===== config.mk =====
export PLATFORM = sky130hd
export DESIGN_NAME = fetch_unit
export DESIGN_NICKNAME = d
export VERILOG_FILES = /design/src/rtl/fetch_unit_pkg.sv /design/src/rtl/fetch_pc_reg.sv /design/src/rtl/fetch_unit.sv
export SDC_FILE = /design/constraint.sdc
export NUM_CORES = 1
export LEC_CHECK = 0
export BUFFER_PORTS_ARGS = -buffer_cell sky130_fd_sc_hd__buf_2
export CAP_MARGIN = 20
export CELL_PAD_IN_SITES_DETAIL_PLACEMENT = 0
export CELL_PAD_IN_SITES_GLOBAL_PLACEMENT = 2
export CORE_UTILIZATION = 29
export DETAILED_ROUTE_END_ITERATION = 10
export PLACE_DENSITY_LB_ADDON = 0.12
export SYNTH_ARGS = -nofsm -noshare
export SYNTH_HDL_FRONTEND = slang
export SYNTH_SLANG_ARGS = --single-unit

===== constraint.sdc =====
create_clock -name clk_i -period 4.8 [get_ports clk_i]
set_input_delay 0.48 -clock clk_i [delete_from_list [all_inputs] [get_ports clk_i]]
set_output_delay 0.48 -clock clk_i [all_outputs]
set_load 0.01 [all_outputs]

===== src/rtl/fetch_unit_pkg.sv =====
`default_nettype none
// +--------------------------------------------------------------------+
// | fetch_unit_pkg : shared fetch-stage types and defaults             |
// | Revision 1.0                                                       |
// +--------------------------------------------------------------------+
package fetch_unit_pkg;

  localparam int XLEN     = 32;
  localparam int OPCODE_W = 7;
  localparam logic [XLEN-1:0] DEFAULT_RESET_PC  = 32'h0000_0000;
  localparam logic [XLEN-1:0] DEFAULT_HALT_WORD = 32'h0000_0000;

  typedef enum logic [2:0] {
    ST_FETCH = 3'd0,
    ST_WAIT  = 3'd1,
    ST_OUT   = 3'd2,
    ST_DRAIN = 3'd3,
    ST_HALT  = 3'd4
  } fetch_state_e;

  function automatic logic [XLEN-1:0] word_align(input logic [XLEN-1:0] a);
    return a & {{(XLEN-2){1'b1}}, 2'b00};
  endfunction

endpackage
`default_nettype wire


===== src/rtl/fetch_pc_reg.sv =====
`default_nettype none
// +--------------------------------------------------------------------+
// | fetch_pc_reg : word-aligned program counter with +4 and redirect   |
// | Revision 1.0                                                       |
// +--------------------------------------------------------------------+
module fetch_pc_reg
  import fetch_unit_pkg::*;
#(
  parameter logic [XLEN-1:0] RESET_PC = DEFAULT_RESET_PC
) (
  input  logic            clk_i,
  input  logic            rst_i,
  input  logic            inc_i,
  input  logic            redirect_i,
  input  logic [XLEN-1:0] target_i,
  output logic [XLEN-1:0] pc_o
);

  logic [XLEN-1:0] pc_q;
  logic [XLEN-1:0] pc_d;

  // Redirect wins over the sequential increment.
  always_comb begin
    pc_d = pc_q;
    if (redirect_i) begin
      pc_d = word_align(target_i);
    end else if (inc_i) begin
      pc_d = pc_q + XLEN'(4);
    end
  end

  always_ff @(posedge clk_i) begin
    if (rst_i) begin
      pc_q <= word_align(RESET_PC);
    end else begin
      pc_q <= pc_d;
    end
  end

  assign pc_o = pc_q;

endmodule
`default_nettype wire


===== src/rtl/fetch_unit.sv =====
`default_nettype none
// +--------------------------------------------------------------------+
// | fetch_unit : single-outstanding instruction fetch FSM to decode    |
// | Revision 1.0                                                       |
// +--------------------------------------------------------------------+
module fetch_unit
  import fetch_unit_pkg::*;
#(
  parameter logic [XLEN-1:0] RESET_PC  = DEFAULT_RESET_PC,
  parameter logic [XLEN-1:0] HALT_WORD = DEFAULT_HALT_WORD
) (
  input  logic                clk_i,
  input  logic                rst_i,
  output logic                imem_req_o,
  output logic [XLEN-1:0]     imem_addr_o,
  input  logic                imem_valid_i,
  input  logic [XLEN-1:0]     imem_rdata_i,
  input  logic                redirect_i,
  input  logic [XLEN-1:0]     redirect_target_i,
  output logic                id_valid_o,
  input  logic                id_ready_i,
  output logic [XLEN-1:0]     id_instr_o,
  output logic [XLEN-1:0]     id_pc_o,
  output logic [OPCODE_W-1:0] opcode_o,
  output logic                halt_o,
  output logic [15:0]         retired_o
);

  fetch_state_e    state_q;
  logic            id_valid_q;
  logic [XLEN-1:0] id_instr_q;
  logic [XLEN-1:0] id_pc_q;
  logic            halt_q;
  logic [15:0]     retired_q;

  logic [XLEN-1:0] pc;
  logic            is_halt_word;
  logic            pc_inc;
  logic            pc_redirect;

  assign is_halt_word = (imem_rdata_i == HALT_WORD);
  assign pc_redirect  = redirect_i && (state_q != ST_HALT);
  assign pc_inc       = (state_q == ST_WAIT) && imem_valid_i && !redirect_i && !is_halt_word;

  fetch_pc_reg #(
    .RESET_PC (RESET_PC)
  ) u_pc (
    .clk_i      (clk_i),
    .rst_i      (rst_i),
    .inc_i      (pc_inc),
    .redirect_i (pc_redirect),
    .target_i   (redirect_target_i),
    .pc_o       (pc)
  );

  always_ff @(posedge clk_i) begin
    if (rst_i) begin
      state_q    <= ST_FETCH;
      id_valid_q <= 1'b0;
      id_instr_q <= '0;
      id_pc_q    <= '0;
      halt_q     <= 1'b0;
      retired_q  <= '0;
    end else begin
      case (state_q)
        ST_FETCH: begin
          if (!redirect_i) state_q <= ST_WAIT;
        end
        ST_WAIT: begin
          if (imem_valid_i) begin
            if (redirect_i) begin
              state_q <= ST_FETCH;
            end else if (is_halt_word) begin
              state_q <= ST_HALT;
              halt_q  <= 1'b1;
            end else begin
              state_q    <= ST_OUT;
              id_valid_q <= 1'b1;
              id_instr_q <= imem_rdata_i;
              id_pc_q    <= pc;
            end
          end else if (redirect_i) begin
            state_q <= ST_DRAIN;
          end
        end
        ST_OUT: begin
          if (id_ready_i && (retired_q != 16'hFFFF)) retired_q <= retired_q + 16'd1;
          if (id_ready_i || redirect_i) begin
            state_q    <= ST_FETCH;
            id_valid_q <= 1'b0;
          end
        end
        ST_DRAIN: begin
          if (imem_valid_i) state_q <= ST_FETCH;
        end
        ST_HALT: begin
          state_q <= ST_HALT;
        end
        default: begin
          state_q <= ST_FETCH;
        end
      endcase
    end
  end

  // A redirect in FETCH cancels this cycle's request so only one is ever in flight.
  assign imem_req_o  = (state_q == ST_FETCH) && !rst_i && !redirect_i;
  assign imem_addr_o = pc;
  assign id_valid_o  = id_valid_q;
  assign id_instr_o  = id_instr_q;
  assign id_pc_o     = id_pc_q;
  assign opcode_o    = id_instr_q[OPCODE_W-1:0];
  assign halt_o      = halt_q;
  assign retired_o   = retired_q;

endmodule
`default_nettype wire


==> flow_summary.toml <==
[outcome]
status = "finished, final reports clean"

[grt]
grt_max_degree = 74
overflow = 0
grtUsageTotal_pct = 17.6
grt_pass1_vias = 4717
grt_pass1_wl_mm = 25.0
grt_antenna_before_repair = 1

[power_and_ir_drop]
total_power_uw = 2540
pwr_density_cell_nw_per_um2 = 371
vdd_drop_max_v = 0.000256
power_leakage_uw = 0.00279

[setup_path]
critPathKind = "reg2reg"
cp_slowest_cell = "o21a_2"
regToRegStartpoint = "state_q[2]$_SDFFE_PP0P_"
path_cells = "or3b_1 -> nor2_1 -> buf_4 -> o21a_2 -> buf_4 -> nand2_1 -> a21oi_1"
reg2reg_slack_ns = 2.06
start_kind = "register"
crit_start = "state_q[2]$_SDFFE_PP0P_"
cp_max_fo = 50
slowest_delay_ns = 0.86
arrival_ns = 3.08
critPathCaptureType = "register"
cpMostUsedCell = "buf_4"
required_ns = 5.14

[timing]
slew_headroom_pct = 31.2
clock_skew_ns = 0.00638
tightest_slew_ns = 1.03
rsz0062_at_grt = "no"
final_max_slew_viol_count = 0
hold_slack_ns = 0.293
fin_tns_setup_ns = 0
fmaxAchievable_mhz = 365
post-route-min-period_ns = 2.74
hold_viol = 0
setup_violations = 0
fin_crit_sh_pct = 57.0

[run]
cap_violations = 0

[drt]
viasPerCell = 5.05
ant_nets = 0
wire_per_inst_um = 15.7
drc = 0
drtIter0Drc = 296
dr_total_vias = 5284
drtPass1Iterations = 4
totalWireLength_mm = 16.5

[hold_path]
min_from = "redirect_target_i[28]"
min_path_type = "in2reg"

[synth]
synth_edf_count = 0
synth_top_cells_by_area = "dfxtp_1, nand2_1, a21oi_1, nor2_1, a311oi_1"
netlist_area_um2 = 5190
ys_async_sr_fraction_pct = 0
synth_seq_area_share_pct = 43.6
yosysWarnings = 0
synth_top_area_share_pct = 43.6
syn_avg_cell_area_um2 = 7.99
syn_inst = 650
yosys.area.top_type = "dfxtp_1"
synth_ff_type = "dfxtp_1"
ys_types = 52
synth_seq_cells = 113

[die]
initial_core_util_pct = 29.8
core_um2 = 17400
die_x_um = 136
rows = 48
ios = 191
die_h_um = 136
die_area_um2 = 18400

[finish]
layout.nets = 880
layout_common_cells = "buf_2, nand2_1, dfxtp_1"
area_growth_pct = 31.8
final_common_cell = "buf_2"
diodes = 0
drive_gt1_share_pct = 28.2

[clock_network]
post_cts_resized = 0
cts_buffer_depth = 2
root_buffer = "clkbuf_16"
worstSkewPairLatency_ns = 0.42
cts_setup_buffers = 0
cts_tree = "yes"
cts_sinks = 113
path_clk_slew_ns = 0.05
hold_buffers = 0
cts_max_level = 4
cts_buffers = 17

[placed_design]
hpwl_mm = 11.4
place_congestion = 0.828
port_buffers = 184
critical path, delay by kind of cell (launching register included):
kind	cells	cell delay, ns
buffers and inverters	2	0.64
flip-flops	1	0.38
AND/OR/NAND/NOR	3	0.65
AO/OA/AOI/OAI	2	0.99
area by class of cell:
| type | instances | area (µm²) |
|---|---|---|
| clock buffer | 22 | 464 |
| sequential | 113 | 2260 |
| tap | 225 | 282 |
| fill | 1862 | 10600 |
| inverter | 7 | 26.3 |
| timing repair buffer | 193 | 991 |
| clock inverter | 10 | 158 |
| multi-input combinational | 477 | 2660 |
report_power, final:
part | switching [µW] | internal, µW
clock | 448 | 893
sequential | 42.3 | 969
combinational | 113 | 75.7
total | 603 | 1940
routing by layer:
layer  wire length [µm]  track usage [%]  part of all wire (%)  vias to the layer above
met2               7850             28.6                    48                      141
met4                144             5.18                  0.87                        2
met5                 13                0                 0.079                        -
met3               1020             5.18                   6.2                       18
met1               7460             22.4                    45                     2486
li1                   -                -                     -                     2637
state kept, by name (all words and copies together), names as in the netlist:
name        count
id_instr_o     32
id_pc_o        30
u_pc.pc_o      30
retired_o      16
state_q         3
halt_o          1
id_valid_o      1
logic make-up after synthesis:
group,share of synthesized area [%]
buffers and inverters,5.61
AND/OR/NAND/NOR,28.1
multiplexers,1.40
adder cells (fa/ha/maj),0.482
flip-flops,43.6
other,0.0722
XOR/XNOR,3.04
AO/OA/AOI/OAI,17.7
worst paths after layout:
check	cells after the start	to
worst max-delay path	7	id_instr_o[13]$_SDFFE_PP0P_
worst min-delay path	3	u_pc.pc_o[28]$_SDFFE_PP0P_
worst max register to register	7	id_instr_o[13]$_SDFFE_PP0P_
worst min register to register	2	id_pc_o[18]$_SDFFE_PP0P_
synthesized netlist by cell type, drive strengths merged, types with 11 or more instances:
cell,instances
a21oi,69
a311oi,15
buf,25
clkbuf,31
dfxtp,113
nand2,147
nand3,14
nand4,15
nor2,47
nor4,20
o2111ai,12
o21ai,13
or4,11
xor2,14
metrics by stage:
step	instance area [µm²]	utilization [%]	worst slack, ns	std cells
after floorplan	5200	-	2.63	653
after global placement	6220	35.7	1.62	1015
after CTS	6850	39.3	2.02	1047
final	6850	39.3	2.06	1047
after global routing	6850	39.3	1.83	1047
after detailed placement	6220	35.7	1.65	1015
Power figures use the tool's default switching activity.
